[config.mk]
export PLATFORM = sky130hd
export DESIGN_NAME = pipe_skid_stage_flat
export DESIGN_NICKNAME = d
export VERILOG_FILES = /design/src/rtl/pipe_skid_stage_if.sv /design/src/rtl/pipe_skid_stage.sv /design/src/flat_wrapper.sv
export SDC_FILE = /design/constraint.sdc
export NUM_CORES = 1
export LEC_CHECK = 0
export CORE_UTILIZATION = 44
export DETAILED_ROUTE_END_ITERATION = 10
export HOLD_SLACK_MARGIN = 0.15
export PLACE_DENSITY = 0.87
export SYNTH_ARGS = -nofsm -noshare
export SYNTH_HDL_FRONTEND = slang
export SYNTH_SLANG_ARGS = --single-unit
[constraint.sdc]
create_clock -name clk -period 1.9 [get_ports clk]
set_input_delay 0.285 -clock clk [delete_from_list [all_inputs] [get_ports clk]]
set_output_delay 0.285 -clock clk [all_outputs]
set_load 0.02 [all_outputs]
[src/rtl/pipe_skid_stage_if.sv]
// pipe_skid_stage_if: valid/ready handshake bundle for pipe_skid_stage.
// Ports: in_valid/in_data/in_ready (upstream side), out_valid/out_data/out_ready
// (downstream side), count (occupancy 0..2). slave = the stage, master = its environment.
interface pipe_skid_stage_if #(parameter int WORD_LENGTH = 32);
    logic                   in_valid;
    logic [WORD_LENGTH-1:0] in_data;
    logic                   in_ready;
    logic                   out_valid;
    logic [WORD_LENGTH-1:0] out_data;
    logic                   out_ready;
    logic [1:0]             count;
    modport slave (
        input  in_valid, in_data, out_ready,
        output in_ready, out_valid, out_data, count
    );
    modport master (
        output in_valid, in_data, out_ready,
        input  in_ready, out_valid, out_data, count
    );
endinterface

[src/rtl/pipe_skid_stage.sv]
// pipe_skid_stage: pipeline register with registered in_ready and a 2-entry skid buffer.
// Ports: clk, rst_n (sync active-low), flush (sync discard), bus (slave handshake:
// in_valid/in_data/in_ready, out_valid/out_data/out_ready, count).
module pipe_skid_stage #(
    parameter int WORD_LENGTH = 32
) (
    input  logic                  clk,
    input  logic                  rst_n,
    input  logic                  flush,
    pipe_skid_stage_if.slave      bus
);
    typedef enum logic [1:0] {EMPTY = 2'd0, ONE = 2'd1, FULL = 2'd2} state_t;
    state_t                 state_q, state_d;
    logic [WORD_LENGTH-1:0] main_q, main_d, skid_q, skid_d;
    logic                   in_ready_q, in_ready_d;
    logic                   in_fire, out_fire;
    assign bus.out_valid = state_q != EMPTY;
    assign bus.out_data  = main_q;
    assign bus.in_ready  = in_ready_q;
    assign bus.count     = state_q;
    assign in_fire       = bus.in_valid & in_ready_q;
    assign out_fire      = bus.out_valid & bus.out_ready;
    always_comb begin
        state_d = state_q;
        main_d  = main_q;
        skid_d  = skid_q;
        case (state_q)
            EMPTY: begin
                state_d = in_fire ? ONE : EMPTY;
                main_d  = in_fire ? bus.in_data : main_q;
            end
            ONE: begin
                state_d = (in_fire & ~out_fire) ? FULL : (~in_fire & out_fire) ? EMPTY : ONE;
                main_d  = (in_fire & out_fire) ? bus.in_data : main_q;
                skid_d  = (in_fire & ~out_fire) ? bus.in_data : skid_q;
            end
            FULL: begin
                state_d = out_fire ? ONE : FULL;
                main_d  = out_fire ? skid_q : main_q;
            end
            default: state_d = EMPTY;
        endcase
        if (flush) begin
            state_d = EMPTY;
            main_d  = '0;
            skid_d  = '0;
        end
        // Registering ready from the next state keeps the upstream ready path flop-driven.
        in_ready_d = state_d != FULL;
    end
    always_ff @(posedge clk) begin
        if (!rst_n) begin
            state_q    <= EMPTY;
            main_q     <= '0;
            skid_q     <= '0;
            in_ready_q <= 1'b0;
        end else begin
            state_q    <= state_d;
            main_q     <= main_d;
            skid_q     <= skid_d;
            in_ready_q <= in_ready_d;
        end
    end
endmodule

[src/flat_wrapper.sv]
// flat-port wrapper written by rule: the top's interface ports become plain ports
module pipe_skid_stage_flat 
#(
    parameter int WORD_LENGTH = 32
)
  (clk, rst_n, flush, bus_in_valid, bus_in_data, bus_out_ready, bus_in_ready, bus_out_valid, bus_out_data, bus_count);
  pipe_skid_stage_if #(.WORD_LENGTH(WORD_LENGTH)) bus_i ();
  input  logic clk;
  input  logic rst_n;
  input  logic flush;
  input wire logic [$bits(bus_i.in_valid)-1:0] bus_in_valid;
  input wire logic [$bits(bus_i.in_data)-1:0] bus_in_data;
  input wire logic [$bits(bus_i.out_ready)-1:0] bus_out_ready;
  output wire logic [$bits(bus_i.in_ready)-1:0] bus_in_ready;
  output wire logic [$bits(bus_i.out_valid)-1:0] bus_out_valid;
  output wire logic [$bits(bus_i.out_data)-1:0] bus_out_data;
  output wire logic [$bits(bus_i.count)-1:0] bus_count;
  assign bus_i.in_valid = bus_in_valid;
  assign bus_i.in_data = bus_in_data;
  assign bus_i.out_ready = bus_out_ready;
  assign bus_in_ready = bus_i.in_ready;
  assign bus_out_valid = bus_i.out_valid;
  assign bus_out_data = bus_i.out_data;
  assign bus_count = bus_i.count;
  pipe_skid_stage #(.WORD_LENGTH(WORD_LENGTH)) u_core (.clk(clk), .rst_n(rst_n), .flush(flush), .bus(bus_i));
endmodule
== Word-level counts from Yosys, hierarchy flattened ==
Cells that the tools add are included.
Word-level totals
  memories kept: 0
  input bits: 37
  register bits: 67
  memory bits (read-only): 0
  logic and storage cells: 34
  latch bits: 0
  RAM bits: 0
  output and inout port bits: 36
Cells by class
  reductions and logical operators: 6
  shift-type cells: 0
  multipliers: 0
  add/sub/neg operators: 0
  div/mod/pow operators: 0
  equality and inequality tests: 6
  $lt $le $gt $ge: 0
  multiplexer cells: 10
  bitwise logic cells: 8
Operator list (number)
  two-way mux 32 bit: 3
  case mux 32 bit (3 select lines): 1
  two-way mux 2 bit: 3
  != test 2 x 1 -> 1 bit, second input constant: 3
  case mux 2 bit (3 select lines): 1
  bitwise AND 1 bit: 5
  AND reduction 4 bit: 1
  inverter 1 bit: 3
  nonzero test 3 bit: 1
  == test 2 x 1 -> 1 bit, second input constant: 1
  == test 2 bit, second input constant: 1
  logical NOT 2 bit: 1
  two-way mux 1 bit: 2
  != test 2 bit, second input constant: 1
  AND reduction 2 bit: 1
  nonzero test 2 bit: 1
  OR reduction 2 bit: 1

== Longest topological paths before layout ==
  depth in word-level cells: 8
  depth in mapped cells: 10
  mapped depth without buffers: 7

== Worst setup path before layout ==
OpenSTA, ideal clock, no wires.
  kind: reg-to-reg
  from: register u_core.state_q[1] (netlist: u_core.bus.count[1])
  to: register u_core.main_q[0] (netlist: u_core.bus.out_data[0])
  path buffers: 4
  slack: -0.459 ns
  cell stages (with the launch flop): 11
  period minus slack after synthesis: 2.359 ns
  arrival time: 2.274 ns
  data required time: 1.814 ns
  library setup time: 0.086 ns
  cell sequence: dfxtp_1 > buf_4 > or2_2 > and2_1 > ha_1 > and3b_1 > clkbuf_1 > or3_1 > buf_2 > buf_6 > a211oi_1
On the way
  longest elaborated chain between the ends: 5
  elaborated cells on any way between the ends: 12
  those cells by class: eq/ne: 5; mux: 1; bitwise: 2; reduce/logical: 4
Ends and longest elaborated chain
  from (decl): RTL line pipe_skid_stage.sv:13  | state_t state_q, state_d;
  from (signal assigned): RTL line pipe_skid_stage.sv:58  | state_q <= state_d;
  nonzero test 2 bit (*): RTL line pipe_skid_stage.sv:17  | assign bus.out_valid = state_q != EMPTY;
  named net bus_out_valid: RTL line flat_wrapper.sv:15  | output wire logic [$bits(bus_i.out_valid)-1:0] bus_out_valid;
  bitwise AND 1 bit (*): RTL line pipe_skid_stage.sv:22  | assign out_fire = bus.out_valid & bus.out_ready;
  bitwise AND 1 bit: RTL line pipe_skid_stage.sv:34  | main_d = (in_fire & out_fire) ? bus.in_data : main_q;
  != test 2 x 1 -> 1 bit (no line)
  AND reduction 4 bit (no line) (*)
  to (signal assigned): RTL line pipe_skid_stage.sv:59  | main_q <= main_d;
  to (decl): RTL line pipe_skid_stage.sv:14  | logic [WORD_LENGTH-1:0] main_q, main_d, skid_q, skid_d;
Mark *: on every way through the listed nets, which the timed path passes. The rest lies on a longest branch.
A chain may end at the register's enable or synchronous reset.

== Worst setup path in the final report ==
  from: register u_core.state_q[1] (netlist: u_core.bus.count[1])
  to: register u_core.main_q[15] (netlist: u_core.bus.out_data[15])
On the way
  longest elaborated chain between the ends: 5
  elaborated cells on any way between the ends: 12
  those cells by class: eq/ne: 5; mux: 1; bitwise: 2; reduce/logical: 4
Ends and longest elaborated chain (RTL line)
  nonzero test 2 bit: pipe_skid_stage.sv:17
  bitwise AND 1 bit: pipe_skid_stage.sv:22
  bitwise AND 1 bit: pipe_skid_stage.sv:34
  != test 2 x 1 -> 1 bit (no line)
  AND reduction 4 bit (no line)
Several ways; a longest one is shown, not always the timed one.

==> parameters.txt <==
Parameter                              Value

Worst hold path
  Worst Hold Class    flip-flop to flip-flop

Synthesis
  Compound-Gate Fraction of Synth Area    0.1508
  Commonest cells in the synthesized netlist    dfxtp_1 (67), nand2_1 (64), a21oi_1 (34)
  Simple-gate portion of the synthesized area    0.1927
  Cell with the most instances after synthesis    dfxtp_1
  Number of nets produced by synthesis    356
  Post-synth EDFFs    0
  Flip-flop and latch count after synthesis    67
  Area of the mapped netlist    2830 sq um
  Mean Syn Cell Area    8.928 sq um
  Dominant combinational cell family by area after synthesis    simple AND/OR/NAND/NOR gates
  Top cells by area in the synthesized netlist    dfxtp_1 (47%), mux2i_1 (11%), a211oi_1 (8.5%), nand2_1 (8.5%), nor4_1 (7.1%)
  Cell variety after synth    24
  Area share of fa/ha/maj cells after synthesis    0.008842
  Main flop type after synthesis    dfxtp_1
  Share of synthesized registers carrying an async set or reset    0
  Warnings from Yosys    0
  Biggest area consumer among synthesized cells    dfxtp_1
  Synth Area in XOR/XNOR    0
  Sequential share of the synthesized area    0.4739
  Share of cell area taken by muxes after synthesis    0.1132
  Gate Count Post-Synth    317
  Synth top area share    0.4739

Layout
  Finished Layout Cells    465
  Synth-to-layout area growth    51.46%
  Layout fillers    460
  # nets final    424
  Fraction of final layout cells with drive strength greater than 1    0.2410
  Final non-filler cell area    4287 sq um
  Footprint of the flip-flops and latches    1345 sq um
  Footprint of the multi-input gates    1659 sq um
  Antenna cells    0

Clocking
  # hold bufs at CTS    0
  Clock slew at the register clock pins of the worst setup and hold paths    0.07 ns
  Number of buffers inserted by post-CTS setup repair    0
  Maximum root-to-sink buffer count    2
  Clock buffer count from CTS    9
  Number of sinks driven by the clock tree    67
  Deepest level of the CTS H-tree    3
  TritonCTS clock tree    yes
  Root Buffer    clkbuf_8
  Later-pin clock latency in the skew report    0.34 ns

Worst setup path
  Cell-by-cell trace of the critical path    or2_4 -> and2_4 -> ha_4 -> and3b_1 -> or3_4 -> buf_12 -> a211oi_4
  Largest fanout of any net on the critical path    16
  Data required time of the critical path    2.16 ns
  Standard cell with the maximum stage delay on the critical path    or3_4
  Worst setup path class    flip-flop to flip-flop
  CP arrival    2.16 ns
  Critical path endpoint category    flip-flop
  Launching element type of the critical path    flip-flop
  Delay of the slowest cell on the worst path    0.38 ns

Placed design
  Post-Place Cell Area    3906 sq um
  GPL Wtd Cong    0.7794
  # placed instances    448
  Number of input and output port buffers inserted    72
  Half-perimeter wire length after detailed placement    5118 um

Floorplanning
  Num ports    73
  Die Span X    82.20 um
  FP Rows    28
  Core area    6061 sq um
  Die extent in y    82.20 um
  Die Footprint    6757 sq um
  Initial core utilization    0.4670

Pwr
  Power density over the cells    744.0 nW/um^2
  Pleak    1.363 nW
  IR drop worst, VDD    0.5050 mV
  Final total power    3.189 mW

Timing
  Worst Hold Slack    0.4587 ns
  Total negative slack    -0.001726 ns
  Post-route clock skew    0.006690 ns
  Fin. Hold Viols    0
  Final count of negative-setup-slack endpoints    1
  Worst Tran Pin Value    0.4771 ns
  Share of the clock period used by the worst path    1.001
  Achievable frequency    525.8 MHz
  Number of slew-limit violations in the final report    0
  Final Critical Period    1.902 ns
  Post-route worst setup slack    -0.001726 ns
  Setup repair after global routing missed its margin    true
  Max_slew headroom    0.6819

Routing
  Residual DRC    0
  Number of nets still failing antenna checks after routing    0
  Routed WL    8230 um
  Initial DRC count    222
  First drt pass iteration count    4
  Via count    2743
  Post-detailed-route wirelength per cell    17.70 um
  Via-to-Cell Ratio    5.899

Global routing
  Pin count of the biggest net entering global routing    33
  Via count of the first global-routing pass    2660
  Global-route wire length before repair    12610 um
  Remaining global-route overflow    0
  Total Routing Usage GR    0.2504
  Initial antenna violation count    0

Status
  Failing checks    setup timing
  Run status    finished with violations

Run
  Max cap viols    0
-- registers in the layout (all words and copies together) (netlist names) --
signal	flops
u_core.skid_q	32
u_core.bus.in_ready	1
u_core.bus.out_data	32
u_core.bus.count	2
-- cell families (layout without fill, tap and decap cells) --
group / Yosys count / after routing
AOI/OAI and AO/OA: 68 / 68
adders and majority gates: 2 / 2
buffers and inverters: 37 / 110
DFF: 67 / 67
muxes: 32 / 32
and+or+nand+nor: 111 / 111
-- layer usage --
metal / GRT usage / routed length (um)
met1: 0.2874 / 3376
met2: 0.4388 / 4149
met3: 0.07253 / 562
met4: 0.09123 / 142
met5: 0 / 0
-- through the flow --
step | setup slack [ns] | util
after global routing | -0.07942 | 0.7073
after detailed placement | -0.3438 | 0.6445
final | -0.001726 | 0.7073
after floorplan | -0.2385 | -
after global placement | -0.2615 | 0.6445
after CTS | -0.004501 | 0.6860
-- cell usage in the layout, fill, tap and decap left out, drive strengths merged, types with 2 or more instances in the layout --
master          n
a21oi          34
bufinv          2
inv             3
nor4           32
dfxtp          67
clkinvlp        2
or3             2
clkdlybuf4s50  72
mux2i          32
and2            2
nor2b           2
ha              2
nand2          64
clkbuf          9
buf            20
clkinv          2
and3b           3
a211oi         32
-- repair_timing --
| action | in CTS | in global routing |
|---|---|---|
| gates resized for setup | 3 | 20 |
| setup endpoints to repair | 32 | 32 |
| gates cloned | 1 | 0 |
-- worst paths after layout --
| check | start | to | slack (ns) | cells past startpoint |
|---|---|---|---|---|
| max | u_core.bus.count[1] | u_core.bus.out_data[15] | -0.002 | 7 |
| max reg2reg | u_core.bus.count[1] | u_core.bus.out_data[15] | -0.002 | 7 |
| min reg2reg | u_core.skid_q[8] | u_core.skid_q[8] | 0.46 | 2 |
| min | u_core.skid_q[8] | u_core.skid_q[8] | 0.46 | 2 |
-- power by group --
part | total, mW | internal, mW | switching (mW) | leakage [nW]
Clock | 1.30 | 0.734 | 0.563 | 0.106
Combinational | 0.439 | 0.227 | 0.212 | 0.714
Sequential | 1.45 | 1.43 | 0.0224 | 0.544
-- area by class of cell --
type / count / share of cell area
multi-input combinational: 213 / 0.3870
sequential: 67 / 0.3138
inverter: 2 / 0.001751
clock inverter: 7 / 0.02131
timing repair buffer: 92 / 0.2253
tap: 75 / 0.02189
clock buffer: 9 / 0.02890
-- critical path: cells and delay by family, from the launching register on --
family,cells,cell delay (ns)
and+or+nand+nor,4,0.94
DFF,1,0.34
AOI/OAI and AO/OA,1,0.21
buffers and inverters,1,0.18
adders and majority gates,1,0.14
Note: power is estimated with default switching activity, not from simulation.
==> RTL edit (same flow settings) <==
`WORD_LENGTH` is set to 32 in 3 places; all go to 64.
--- a/src/rtl/pipe_skid_stage_if.sv
+++ b/src/rtl/pipe_skid_stage_if.sv
@@ -2,5 +2,5 @@
 // Ports: in_valid/in_data/in_ready (upstream side), out_valid/out_data/out_ready
 // (downstream side), count (occupancy 0..2). slave = the stage, master = its environment.
-interface pipe_skid_stage_if #(parameter int WORD_LENGTH = 32);
+interface pipe_skid_stage_if #(parameter int WORD_LENGTH = 64);
     logic                   in_valid;
     logic [WORD_LENGTH-1:0] in_data;
--- a/src/rtl/pipe_skid_stage.sv
+++ b/src/rtl/pipe_skid_stage.sv
@@ -3,5 +3,5 @@
 // in_valid/in_data/in_ready, out_valid/out_data/out_ready, count).
 module pipe_skid_stage #(
-    parameter int WORD_LENGTH = 32
+    parameter int WORD_LENGTH = 64
 ) (
     input  logic                  clk,
--- a/src/flat_wrapper.sv
+++ b/src/flat_wrapper.sv
@@ -2,5 +2,5 @@
 module pipe_skid_stage_flat 
 #(
-    parameter int WORD_LENGTH = 32
+    parameter int WORD_LENGTH = 64
 )
   (clk, rst_n, flush, bus_in_valid, bus_in_data, bus_out_ready, bus_in_ready, bus_out_valid, bus_out_data, bus_count);
Ports: changed (resized bus_in_data and bus_out_data); port bits go from 73 to 137. No check against the original RTL was run, so the function may have changed too.
==> RTL edit against the original RTL <==
The flow still finishes with violations (negative setup slack). Sequential cell count up 64. Sequential share of layout area grew 0.85 points. Cell area increased by 90%. Maximum frequency down 4.8%. Setup slack got worse by 95 ps. Synthesized cell count grew 90%. Wire length rose by 94%. Worst hold slack got worse by 5.3 ps. Synthesized area up 90%. Global-route usage up 0.31 points. Critical path depth unchanged. Power up 110%. Critical endpoint is now u_core.bus.out_data[51]$_SDFFE_PP0P_. Largest power group is now clock.
==> RTL edit: results (changes against the original RTL) <==
- Outcome: finished with violations
- Failing checks: negative setup slack
- All-Layer GR Usage: 25.3% (+0.31 points)
- Top sig layer: met4
- Clock transition at path regs: 50 ps (-20 ps)
- Met2 Wirelength: 7940 um (+91%)
- Layout cells sized above 1: 21.7% (-2.4 points)
- Syn avg cell area: 8.95 sq um (+0.20%)
- Metal3 WL: 781 um (+39%)
- WL final: 16000 um (+94%)
- Row cnt: 40 (+43%)
- Vias: 5128 (+87%)
- Iteration-0 DRC Markers: 342 (+54%)
- DR WL/cell: 18.1 um (+2.5%)
- Root buffer cell: clkbuf_16
- Leak: 0.00255 uW (+87%)
- Final Skew: 7.20 ps (+0.505 ps)
- Slew of the pin with the lowest slew margin: 699 ps (+222 ps)
- Data arrival time at the worst-slack endpoint: 2310 ps (+150 ps)
- Worst setup margin: -97.2 ps (-95.5 ps)
- Dpl cell area: 7220 sq um (+85%)
- Placed Cells: 849 (+90%)
- Largest net degree at the start of global routing: 65 (+97%)
- Max Fanout on Critical Path: 23 (+7)
- Commonest cells post-synth: dfxtp_1 (131), nand2_1 (128), a21oi_1 (66)
- Clk Latency, worst-skew pair: 400 ps (+60 ps)
- Area contributors post-synth: dfxtp_1 (49%), mux2i_1 (12%), a211oi_1 (8.9%)
- Vias in the first global route: 5212 (+96%)
- Number of buffers added by the clock tree synthesis step: 17 (+8)
- Max stage delay on crit path: 400 ps (+20 ps)
- Sequential fraction of the synthesis area: 48.8% (+1.4 points)
- Metal1 wirelength: 6910 um (+100%)
- Placer Congestion: 0.770 (-1.2%)
- Post-DP HPWL: 9710 um (+90%)
- Pre-antenna DRT Iters: 5 (+1)
- Port Buffers: 136 (+89%)
- Max VDD drop: 0.474 mV (-6.2%)
- Post-Syn Nets: 672 (+89%)
- Max H-tree Level: 4 (+1)
- Final setup violating endpoints: 64 (+63)
==> RTL edit: repair_timing <==
| item | 4_1_cts | 5_1_grt |
|---|---|---|
| endpoints found under the setup margin | 65 | 65 |
| endpoints found under the hold margin | 0 | 0 |
| gates cloned | 1 | 0 |
| buffers inserted | 0 | 1 |
| resized for setup | 36 | 32 |
==> RTL edit: layer usage <==
| metal | vias up | track usage, % |
|---|---|---|
| li1 | 2417 | - |
| met1 | 2480 | 30.5 |
| met2 | 200 | 43.1 |
| met3 | 31 | 6.16 |
| met4 | 0 | 10.8 |
| met5 | - | 0 |
==> RTL edit: logic make-up after synthesis <==
| group | after synthesis | share of synthesized area [%] |
|---|---|---|
| muxes | 64 | 11.9 |
| AOI/OAI and AO/OA | 132 | 15.4 |
| and+or+nand+nor | 207 | 18.3 |
| DFF | 131 | 48.8 |
| buffers and inverters | 65 | 5.12 |
| adders and majority gates | 2 | 0.465 |
==> RTL edit: final cells by class <==
cell class | count | area, sq um | share of cell area (%)
clock inverters | 7 | 85.1 | 1.04
flip-flops and latches | 131 | 2630 | 32.2
multi-input cells | 405 | 3050 | 37.4
repair buffers | 166 | 1750 | 21.4
well taps | 147 | 184 | 2.26
inverters | 2 | 7.51 | 0.0921
clock buffers | 22 | 454 | 5.57
==> RTL edit: worst max-delay path: cells and delay by family, from the launching register on <==
kind                     cells  cell delay (ps)
flip-flops                   1              340
adder cells (fa/ha/maj)      1              150
buffers and inverters        1              200
AO/OA/AOI/OAI                1              220
AND/OR/NAND/NOR              4             1000
==> RTL edit: path summary, 6_finish.rpt <==
| check | from | endpoint | slack [ps] | cells after the start |
|---|---|---|---|---|
| worst max-delay path | u_core.bus.count[1]$_SDFF_PN0_ | u_core.bus.out_data[51]$_SDFFE_PP0P_ | -100 | 7 |
| worst min-delay path | u_core.skid_q[31]$_SDFFE_PP0N_ | u_core.skid_q[31]$_SDFFE_PP0N_ | 450 | 2 |
| worst max register to register | u_core.bus.count[1]$_SDFF_PN0_ | u_core.bus.out_data[51]$_SDFFE_PP0P_ | -100 | 7 |
| worst min register to register | u_core.skid_q[31]$_SDFFE_PP0N_ | u_core.skid_q[31]$_SDFFE_PP0N_ | 450 | 2 |
==> RTL edit: report_power, final <==
part	switching, uW	internal [uW]	leakage [uW]
sequential	38.4	2800	0.00106
clock	1110	1930	0.000269
combinational	387	407	0.00122
total	1530	5140	0.00255
==> RTL edit: metrics by stage <==
step / hold WS, ps / setup TNS (ps) / setup slack [ps]
after floorplan: 413 / -4410 / -61.1
after global placement: 441 / -25220 / -420
after detailed placement: 447 / -33170 / -531
after CTS: 446 / -3010 / -76.4
after global routing: 446 / -6560 / -140
final: 453 / -3300 / -97.2
